==> src/rtl/vga_timing_gen.sv <==
// Raster timing generator: pixel-tick divider, h/v counters, active-video enable,
// delayed hsync/vsync and one-clk line/frame start strobes.
module vga_timing_gen #(
  parameter int CLK_DIV    = 4,
  parameter int H_ACTIVE   = 640,
  parameter int H_FP       = 16,
  parameter int H_SYNC     = 96,
  parameter int H_BP       = 48,
  parameter int V_ACTIVE   = 480,
  parameter int V_FP       = 10,
  parameter int V_SYNC     = 2,
  parameter int V_BP       = 33,
  parameter int SYNC_POL   = 0,
  parameter int SYNC_DELAY = 1
) (
  input  logic       clk,
  input  logic       rst_n,
  output logic       px_tick,
  output logic [9:0] x,
  output logic [9:0] y,
  output logic       enable,
  output logic       hsync,
  output logic       vsync,
  output logic       line_start,
  output logic       frame_start
);

  localparam int H_TOTAL = H_ACTIVE + H_FP + H_SYNC + H_BP;
  localparam int V_TOTAL = V_ACTIVE + V_FP + V_SYNC + V_BP;
  localparam int DIV_W   = (CLK_DIV > 1) ? $clog2(CLK_DIV) : 1;

  localparam logic [DIV_W-1:0] DIV_LAST = DIV_W'(CLK_DIV - 1);
  localparam logic [9:0] H_LAST = 10'(H_TOTAL - 1);
  localparam logic [9:0] V_LAST = 10'(V_TOTAL - 1);
  localparam logic [9:0] H_ACT  = 10'(H_ACTIVE);
  localparam logic [9:0] V_ACT  = 10'(V_ACTIVE);
  localparam logic [9:0] HS_BEG = 10'(H_ACTIVE + H_FP);
  localparam logic [9:0] HS_END = 10'(H_ACTIVE + H_FP + H_SYNC);
  localparam logic [9:0] VS_BEG = 10'(V_ACTIVE + V_FP);
  localparam logic [9:0] VS_END = 10'(V_ACTIVE + V_FP + V_SYNC);
  localparam logic       ACT    = (SYNC_POL != 0);

  logic [DIV_W-1:0] r_div, w_div_nxt;
  logic             r_px_tick;
  logic [9:0]       r_h, r_v, w_h_nxt, w_v_nxt;
  logic             r_en, r_ls, r_fs;
  logic             w_h_wrap, w_v_wrap, w_hs_raw, w_vs_raw;

  always_comb begin
    w_div_nxt = (r_div == DIV_LAST) ? '0 : r_div + 1'b1;
    w_h_wrap  = (r_h == H_LAST);
    w_v_wrap  = (r_v == V_LAST);
    w_h_nxt   = r_h;
    w_v_nxt   = r_v;
    if (r_px_tick) begin
      w_h_nxt = w_h_wrap ? 10'd0 : r_h + 10'd1;
      if (w_h_wrap) w_v_nxt = w_v_wrap ? 10'd0 : r_v + 10'd1;
    end
    w_hs_raw = ((r_h >= HS_BEG) && (r_h < HS_END)) ? ACT : !ACT;
    w_vs_raw = ((r_v >= VS_BEG) && (r_v < VS_END)) ? ACT : !ACT;
  end

  // px_tick is registered from the next divider value so it is low during reset
  // even when CLK_DIV=1; enable is likewise computed from the next counter values.
  always_ff @(posedge clk or negedge rst_n) begin
    if (!rst_n) begin
      r_div     <= '0;
      r_px_tick <= 1'b0;
      r_h       <= '0;
      r_v       <= '0;
      r_en      <= 1'b0;
      r_ls      <= 1'b0;
      r_fs      <= 1'b0;
    end else begin
      r_div     <= w_div_nxt;
      r_px_tick <= (w_div_nxt == DIV_LAST);
      r_h       <= w_h_nxt;
      r_v       <= w_v_nxt;
      r_en      <= (w_h_nxt < H_ACT) && (w_v_nxt < V_ACT);
      r_ls      <= r_px_tick && w_h_wrap;
      r_fs      <= r_px_tick && w_h_wrap && w_v_wrap;
    end
  end

  generate
    if (SYNC_DELAY == 0) begin : g_nodly
      assign hsync = w_hs_raw;
      assign vsync = w_vs_raw;
    end else begin : g_dly
      logic [SYNC_DELAY-1:0] r_hs_pipe, r_vs_pipe;
      always_ff @(posedge clk or negedge rst_n) begin
        if (!rst_n) begin
          r_hs_pipe <= ACT ? '0 : '1;
          r_vs_pipe <= ACT ? '0 : '1;
        end else begin
          r_hs_pipe[0] <= w_hs_raw;
          r_vs_pipe[0] <= w_vs_raw;
          for (int i = 1; i < SYNC_DELAY; i++) begin
            r_hs_pipe[i] <= r_hs_pipe[i-1];
            r_vs_pipe[i] <= r_vs_pipe[i-1];
          end
        end
      end
      assign hsync = r_hs_pipe[SYNC_DELAY-1];
      assign vsync = r_vs_pipe[SYNC_DELAY-1];
    end
  endgenerate

  assign px_tick     = r_px_tick;
  assign x           = r_h;
  assign y           = r_v;
  assign enable      = r_en;
  assign line_start  = r_ls;
  assign frame_start = r_fs;

endmodule

==> config.mk <==
export PLATFORM = sky130hd
export DESIGN_NAME = vga_timing_gen
export DESIGN_NICKNAME = d
export VERILOG_FILES = /design/src/rtl/vga_timing_gen.sv
export SDC_FILE = /design/constraint.sdc
export NUM_CORES = 1
export LEC_CHECK = 0
export CORE_ASPECT_RATIO = 1.2
export CORE_MARGIN = 5
export CORE_UTILIZATION = 55
export CTS_CLUSTER_DIAMETER = 200
export DETAILED_ROUTE_END_ITERATION = 7
export PLACE_DENSITY_LB_ADDON = 0.2
export RECOVER_POWER = 50
export SYNTH_ARGS = -nofsm -noshare
export SYNTH_HDL_FRONTEND = slang
export SYNTH_SLANG_ARGS = --single-unit
export TNS_END_PERCENT = 50
==> constraint.sdc <==
create_clock -name clk -period 3.2 [get_ports clk]
set_input_delay 0.64 -clock clk [delete_from_list [all_inputs] [get_ports clk]]
set_output_delay 0.64 -clock clk [all_outputs]
set_load 0.005 [all_outputs]
==> impl_metrics.env <==
export IMPL_fp_row_count=20
export IMPL_layout_drive_gt1_share=0.06742
export IMPL_antenna_found_initial=0
export IMPL_cts_made_buffers=3
export IMPL_fin_area_sq_um=1768
export IMPL_num_vias=1200
export IMPL_crit_arrival_ps=2600
export IMPL_n_antenna_cell=0
export IMPL_hold_viol=0
export IMPL_fmax_ghz=0.4216
export IMPL_synth_area_sq_um=1461
export IMPL_grt_pass1_vias=1113
export IMPL_rsz0062_at_grt="no"
export IMPL_place_hpwl_mm=2.247
export IMPL_leakage_uw=0.0007170
export IMPL_drt_iter0_drc=21
export IMPL_synthCells=151
export IMPL_cp_end_kind="flip-flop"
export IMPL_required_ps=3430
export IMPL_p_per_area_nw_per_um2=284.9
export IMPL_hold_ws_ps=457.1
export IMPL_postPlaceCellArea_sq_um=1755
export IMPL_ys_seq_area_frac=0.4812
export IMPL_syn2layout_area_growth_pct=20.98
export IMPL_slew_headroom=0.01697
export IMPL_ios=28
export IMPL_slew_violations=0
export IMPL_grt_usage=0.1732
export IMPL_critPathMaxFanout=14
export IMPL_tightest_slew_ps=1475
export IMPL_synth_area_leader_cell="dfrtp_1"
export IMPL_synth_seq_cells=28
export IMPL_setup_violations=0
export IMPL_hold_path_class="reg2reg"
export IMPL_port_buffers=27
export IMPL_syn_avg_cell_area_sq_um=9.678
export IMPL_crit_path_start_kind="flip-flop"
export IMPL_grt_ovfl_total=0
export IMPL_crit_type="reg2reg"
export IMPL_cts_tree="yes"
export IMPL_root_buffer="clkbuf_4"
export IMPL_wl_mm=2.991
export IMPL_drtPass1Iterations=5
export IMPL_initial_utilization=0.5725
export IMPL_nets=189
export IMPL_synth_warnings=0
export IMPL_die_area_sq_um=3792
export IMPL_vdd_drop_max_mv=0.2541
export IMPL_clock_sinks=28
export IMPL_synthTopCellsByArea="dfrtp_1 45%, ha_1 6.0%, nand2_1 5.9%, xnor2_1 4.2%, dfstp_2 3.6%"
export IMPL_coreArea_sq_um=2552
export IMPL_tns_ps=0
export IMPL_globalplace_congestion=0.8034
export IMPL_chipHeight_microns=66.47
export IMPL_fillers=228
export IMPL_vias_per_cell=5.687
export IMPL_clk_insertion_delay_late_ps=330
export IMPL_post_route_period_util=0.7413
export IMPL_synth_top_area_frac=0.4452
export IMPL_fin_crit_ps=2372
export IMPL_grt_pass1_wl_mm=5.092
export IMPL_finClkSkew_ps=9.302
export IMPL_maxCapViolations=0
export IMPL_fp_dieW_microns=57.06
export IMPL_synth_main_ff_cell="dfrtp_1"
export IMPL_drtAntennaViolNets=0
export IMPL_synthArstFlopShare=1.000
export IMPL_wl_per_cell_microns=14.18
export IMPL_synth_fp_nets=160
export IMPL_holdBufCountCts=0
export IMPL_synth_edff_count=0
export IMPL_cts_resized=0
export IMPL_grt_max_degree=29
export IMPL_ff2ff_setup_slack_ps=830
export IMPL_ys_types=40
export IMPL_remaining_drc_errors=0
export IMPL_clkTransAtPathRegs_ps=140
export IMPL_cts_buffer_depth=2
export IMPL_status="finished, final reports clean"
export IMPL_cts_setup_buffers=0
export IMPL_cts_htree_levels=1
-- metal layers --
metal / up-vias / GRT usage / wire length [microns]
li1: 588 / - / -
met1: 578 / 0.2032 / 1281
met2: 27 / 0.3057 / 1497
met3: 7 / 0.03682 / 150
met4: 0 / 0.06957 / 61
met5: - / 0 / 0
-- flip-flops by register name (all words and copies together), names as in the netlist --
| signal | cells |
|---|---|
| x | 10 |
| y | 10 |
| r_div | 2 |
| enable | 1 |
| frame_start | 1 |
| hsync | 1 |
| line_start | 1 |
| px_tick | 1 |
| vsync | 1 |
-- layout make-up --
class	count	area (sq um)	share of cell area
sequential	28	703.2	0.3977
multi-input combinational	110	689.4	0.3899
timing repair buffer	29	281.5	0.1592
tap	33	41.29	0.02335
inverter	8	30.03	0.01699
clock buffer	3	22.52	0.01274
-- path summary, 6_finish.rpt --
path | startpoint | end | cells after the start
max | x[7] | enable | 6
min | r_div[0] | r_div[0] | 1
max reg2reg | x[7] | enable | 6
min reg2reg | r_div[0] | r_div[0] | 1
max in group asynchronous | rst_n | x[2] | 2
min in group asynchronous | rst_n | y[6] | 2
-- synth_stat cells (2+ instances only) --
cell type,count
and3_1,3
o21ai_1,5
a21o_1,2
or3_1,3
a21oi_1,2
buf_2,2
dfrtp_1,26
o31ai_1,3
nor2_1,10
o21ai_0,7
nand3_1,9
xnor2_1,7
nand4_1,6
nor3b_1,2
nor3_1,3
ha_1,7
dfstp_2,2
nand2_1,23
inv_1,7
or4_1,2
-- worst max-delay path, stage by stage, from the launching register on --
cell and delay, ps:
dfrtp_1 490, nor4b_1 470, nand4_1 160, buf_4 220, or4_4 530, a221oi_2 290, a211oi_1 110
-- power breakdown --
group	switching, uW	internal (uW)
combinational	6.61	1.04
sequential	0	354
clock	97.7	44.3
-- logic make-up after synthesis --
logic type / count (synthesis) / share of synthesized area
xor gates and xnor gates: 7 / 0.04195
AOI/OAI and AO/OA: 24 / 0.1079
and+or+nand+nor: 71 / 0.2586
DFF: 28 / 0.4812
adders and majority gates: 7 / 0.05993
buffers and inverters: 13 / 0.04281
muxes: 1 / 0.007705
-- cells in the final DEF (no fill, tap or decap), types with 3 or more instances in the layout --
| cell | n |
|---|---|
| dfrtp_1 | 26 |
| clkdlybuf4s50_1 | 26 |
| nand2_1 | 23 |
| nor2_1 | 10 |
| nand3_1 | 9 |
| inv_1 | 7 |
| o21ai_0 | 7 |
| xnor2_1 | 7 |
| ha_1 | 7 |
| nand4_1 | 6 |
| o21ai_1 | 5 |
| and3_1 | 3 |
| nor3_1 | 3 |
| o31ai_1 | 3 |
| or3_1 | 3 |
| clkbuf_4 | 3 |
-- through the flow --
| stage | util | worst slack, ps | instances | total power [uW] |
|---|---|---|---|---|
| floorplan | - | 1174 | 151 | 360.7 |
| global placement | 0.6877 | 1073 | 208 | 369.5 |
| detailed placement | 0.6877 | 949.9 | 208 | 369.7 |
| CTS | 0.6966 | 924.5 | 211 | 514.2 |
| global route | 0.6926 | 606.8 | 211 | 529.0 |
| finish | 0.6926 | 827.9 | 211 | 503.6 |
(Power assumes the default switching activity.)
==> RTL change 1 (same settings) <==
The output `line_start` loses its register stage (`r_ls` becomes a continuous assignment).
--- a/src/rtl/vga_timing_gen.sv
+++ b/src/rtl/vga_timing_gen.sv
@@ -69,7 +69,6 @@
       r_h       <= '0;
       r_v       <= '0;
       r_en      <= 1'b0;
-      r_ls      <= 1'b0;
       r_fs      <= 1'b0;
     end else begin
       r_div     <= w_div_nxt;
@@ -77,10 +76,11 @@
       r_h       <= w_h_nxt;
       r_v       <= w_v_nxt;
       r_en      <= (w_h_nxt < H_ACT) && (w_v_nxt < V_ACT);
-      r_ls      <= r_px_tick && w_h_wrap;
       r_fs      <= r_px_tick && w_h_wrap && w_v_wrap;
     end
   end
+
+  assign r_ls = r_px_tick && w_h_wrap;
 
   generate
     if (SYNC_DELAY == 0) begin : g_nodly
Check against the original RTL: no difference found for any inputs over 10 cycles, from zero or initial values and one cycle with rst_n low; that may be too few to reach the edited logic, so the function may still have changed.
==> RTL change 1 against the unedited design <==
Wire length is 2.9% lower; register-to-register slack got worse by 0.03 ns; sequential cell count shrank 1; via count fell by 1.8%; die area down 1.4%; total power fell by 1.8%; hold slack better by 0.0038 ns; area after synthesis is 1.7% lower; design area is 1.2% lower; cell count unchanged; non-clock buffer count stayed put; first-iteration DRC count increased by 48%; global-route usage is 0.13 points higher; worst setup slack got worse by 0.44 ns; critical path type is now reg2out; largest power group unchanged.
==> RTL change 1: results (changes against the unedited design) <==
* Outcome: completed
* Syn Nets at 159 (-0.63%)
* Commonest cells post-synth: dfrtp_1 (25), nand2_1 (23), nor2_1 (10)
* Grt met1 use at 22.4% (+2.1 points)
* DP Worst Slack at 0.887 ns (-0.0629 ns)
* CP Data Arrival Time at 2.17 ns (-0.43 ns)
* Total Routing Usage GR at 17.4% (+0.13 points)
* Share of the yosys chip area belonging to registers at 47.2% (-0.90 points)
* Iteration-0 DRC Markers at 31 (+48%)
* Worst min-delay path class: reg2reg
* Largest net degree at the start of global routing at 28 (-3.4%)
* GR Util met3 at 1.95% (-1.7 points)
* Mapped Cells at 150 (-0.66%)
* Dpl cells at 207 (-0.48%)
* Lkg Pwr at 0.704 nW (-1.8%)
* DR vias/cell at 5.59 (-1.7%)
* First-pass GRT wire length at 5150 um (+1.1%)
* HPWL Detailed at 2150 um (-4.3%)
* Buffers added on ports at 27 (unchanged)
* Vias post-DR at 1179 (-1.8%)
* Critical path's top delay family: buffers and inverters
* Fillers at 206 (-9.6%)
* Post-CTS setup buffer count at 0 (unchanged)
* Synth top area cells: dfrtp_1 (44%), ha_1 (6.1%), nand2_1 (6.0%), xnor2_1 (4.3%), dfstp_2 (3.7%)
* Critical Path Slowest Stage Cell: clkdlybuf4s50_1
* Post-detailed-routing wire length at 2900 um (-2.9%)
* H-tree depth at 1 (unchanged)
* M2 GR Usage at 29.8% (-0.80 points)
* Critical Path Fanout Max at 8 (-6)
* Crit path largest cell delay at 0.53 ns (about the same)
* Synth Warn # at 0 (unchanged)
* NumNets Final at 188 (-0.53%)
* GPL Wtd Cong at 0.829 (+3.2%)
* Worst-Margin Slew at 1.41 ns (-0.0651 ns)
* Drt first pass iters at 4 (-1)
* Peak VDD IR at 0.000278 V (+9.4%)
* Clock Skews at 0.00155 ns (-0.00775 ns)
RTL change 1: cell types whose count changed in the layout (fill, tap and decap cells not counted), sizes merged:
cell,unedited run,this run
dfrtp,26,25
clkbuf,4,5
RTL change 1: layer usage:
layer / wire length, um / vias up
met5: 0 / -
met2: 1410 / 28
met3: 117 / 4
met4: 44 / 0
li1: - / 583
met1: 1330 / 564
RTL change 1: final cells by class:
cell class	instances	area (um2)	share of cell area (%)
multi-input cells	110	689	39.5
flip-flops and latches	27	678	38.8
repair buffers	29	282	16.1
well taps	33	41.3	2.36
inverters	8	30.0	1.72
clock buffers	4	26.3	1.50
RTL change 1: kinds of logic after synthesis:
| kind of cell | count (synthesis) | synth area share, % |
|---|---|---|
| simple gates | 71 | 26.3 |
| flops | 27 | 47.2 |
| compound gates | 24 | 11.0 |
| buf+inv | 13 | 4.36 |
| xor+xnor | 7 | 4.27 |
| fa+ha+maj | 7 | 6.10 |
| mux | 1 | 0.784 |
RTL change 1: final timing paths:
check                      startpoint     endpoint  slack, ns  cells past startpoint
max                              x[7]   line_start       0.39                      4
min                          r_div[0]     r_div[0]       0.46                      1
max reg2reg                      x[7]       enable       0.80                      6
min reg2reg                  r_div[0]     r_div[0]       0.46                      1
max in group asynchronous       rst_n         y[3]       1.23                      2
min in group asynchronous       rst_n  frame_start       1.16                      2
RTL change 1: where the power goes:
part	switching, mW	total [mW]	internal [mW]
logic	0.00634	0.00738	0.00104
clock network	0.0969	0.146	0.0488
registers	0	0.341	0.341
RTL change 1: per-stage QoR:
stage | cell area, um2 | util, %
2_1_floorplan | 1440 | -
5_1_grt | 1750 | 69.1
4_1_cts | 1760 | 69.5
3_5_place_dp | 1730 | 68.5
3_3_place_gp | 1730 | 68.5
6_report | 1750 | 69.1
==> RTL change 2 (same flow settings) <==
Without the edit above. `CLK_DIV`: 4 -> 16.
--- a/src/rtl/vga_timing_gen.sv
+++ b/src/rtl/vga_timing_gen.sv
@@ -1,7 +1,7 @@
 // Raster timing generator: pixel-tick divider, h/v counters, active-video enable,
 // delayed hsync/vsync and one-clk line/frame start strobes.
 module vga_timing_gen #(
-  parameter int CLK_DIV    = 4,
+  parameter int CLK_DIV    = 16,
   parameter int H_ACTIVE   = 640,
   parameter int H_FP       = 16,
   parameter int H_SYNC     = 96,
Check against the original RTL: not equivalent (Yosys sat finds a counterexample within 4 cycles, from zero or initial values and one cycle with rst_n low).
==> RTL change 2 against the unedited design <==
The run now ends with capacitance limit, slew limit left; wire length shrank 2.8%; sequential power grew 7.1%; worst setup slack lost 0.027 ns; total power grew 22%; area after synthesis shrank 0.26%; maximum frequency shrank 1.1%; count of clock-buffer cells in the layout grew 5; synthesized cell count shrank 9.9%; design area grew 2.7%; hold slack gained 0.043 ns; sequential cell count grew 2; cell count shrank 3.8%; critical endpoint unchanged; largest power group unchanged.
==> RTL change 2: results (changes against the unedited design) <==
* CP Data Arrival Time at 2.63 ns (+0.03 ns)
* Number of max-cap violations at 1 (+1)
* Share of the yosys chip area belonging to registers at 51.7% (+3.6 points)
* Iteration-0 DRC Markers at 38 (+81%)
* Grt met1 use at 20.3% (-0.049 points)
* Worst-Margin Slew at 1.53 ns (+0.0581 ns)
* Overall power at 0.615 mW (+22%)
* NumNets Final at 178 (-5.8%)
* Largest net degree at the start of global routing at 31 (+6.9%)
* HPWL Detailed at 2110 um (-6.3%)
* Drt first pass iters at 4 (-1)
* Count of final max-slew check failures at 31 (+31)
* Critical Path Fanout Max at 16 (+2)
* GR Util met3 at 8.01% (+4.3 points)
* Synth top area cells: dfrtp_1 (48%), ha_1 (6.0%), xnor2_1 (5.4%), xor2_1 (4.8%), nor2_1 (4.4%)
* Fillers at 200 (-12%)
* Clock Skews at 0.00961 ns (+0.000308 ns)
* WL met2 at 1510 um (+1.1%)
* Vias in the first global route at 1099 (-1.3%)
* H-tree depth at 2 (+1)
* First-pass GRT wire length at 5170 um (+1.5%)
* Drt wl/cell at 14.3 um (+1.1%)
* Crit path largest cell delay at 0.56 ns (+0.03 ns)
* Worst r2r src: x[5]
* CTS clock-pin slew for the worst setup and hold paths at 0.09 ns (-0.05 ns)
* Num CTS Buffers at 5 (+2)
* Detailed-routing wirelength on met1 at 1190 um (-7.5%)
* Commonest cells post-synth: dfrtp_1 (28), nor2_1 (17), inv_1 (9), xnor2_1 (9)
* Layout cells sized above 1 at 8.24% (+1.5 points)
* Failing checks: capacitance limit, slew limit
* Total Routing Usage GR at 18.3% (+1.0 points)
* Setup crit start: x[5]
* Sw Share at 20.7% (-0.035 points)
* Post-synthesis cell type count at 34 (-15%)
* Clk network pwr share at 37.1% (+8.9 points)
* M2 GR Usage at 29.9% (-0.71 points)
* Flip-flop and latch power at 0.379 mW (+7.1%)
* DR vias/cell at 5.42 (-4.7%)
* Outcome: complete, but fails checks
* GPL Wtd Cong at 0.841 (+4.6%)
* Peak VDD IR at 0.000346 V (+36%)
* FMAX at 0.417 GHz (-1.1%)
## RTL change 2: cell types whose count changed after synthesis, moves of 5 or more
cell,before,now
nand2_1,23,8
xor2_1,0,8
nor2_1,10,17
o21ai_1,5,0
## RTL change 2: worst min-delay path by stage
stage / start / end / slack, ns / depth (start not counted)
floorplan: rst_n / enable / 0.34 / 0
global placement: r_div[3] / r_div[0] / 0.46 / 1
detailed placement: r_div[3] / r_div[0] / 0.49 / 1
CTS: r_div[3] / r_div[0] / 0.50 / 1
global route: r_div[3] / r_div[0] / 0.53 / 1
finish: r_div[3] / r_div[0] / 0.50 / 1
## RTL change 2: logic make-up (layout without fill, tap and decap cells)
family | count (synthesis) | in the layout | synth area share [%]
buffers and inverters | 12 | 46 | 3.69
AND/OR/NAND/NOR | 57 | 57 | 20.7
flip-flops | 30 | 30 | 51.7
adder cells (fa/ha/maj) | 7 | 7 | 6.01
AO/OA/AOI/OAI | 12 | 12 | 7.04
XOR/XNOR | 17 | 17 | 10.2
multiplexers | 1 | 1 | 0.687
## RTL change 2: final cells by class
class | count | area share [%]
inverter | 10 | 2.07
multi-input combinational | 94 | 35.8
tap | 33 | 2.27
timing repair buffer | 28 | 15.1
sequential | 30 | 41.5
clock buffer | 8 | 3.24
## RTL change 2: stage by stage
step                      util [%]  hold WS (ns)  instances  area, um2
after global placement        69.0         0.462        195       1760
final                         71.1         0.500        203       1820
after global routing          71.1         0.526        203       1820
after floorplan                  -         0.344        136       1460
after detailed placement      69.0         0.490        195       1760
after CTS                     71.3         0.498        203       1820
## RTL change 2: worst max-delay path: cells and delay by family (launching register included)
kind                   cells  cell delay (ns)
AO/OA/AOI/OAI              1             0.24
XOR/XNOR                   1             0.17
buffers and inverters      1             0.24
flip-flops                 1             0.45
AND/OR/NAND/NOR            3             1.20
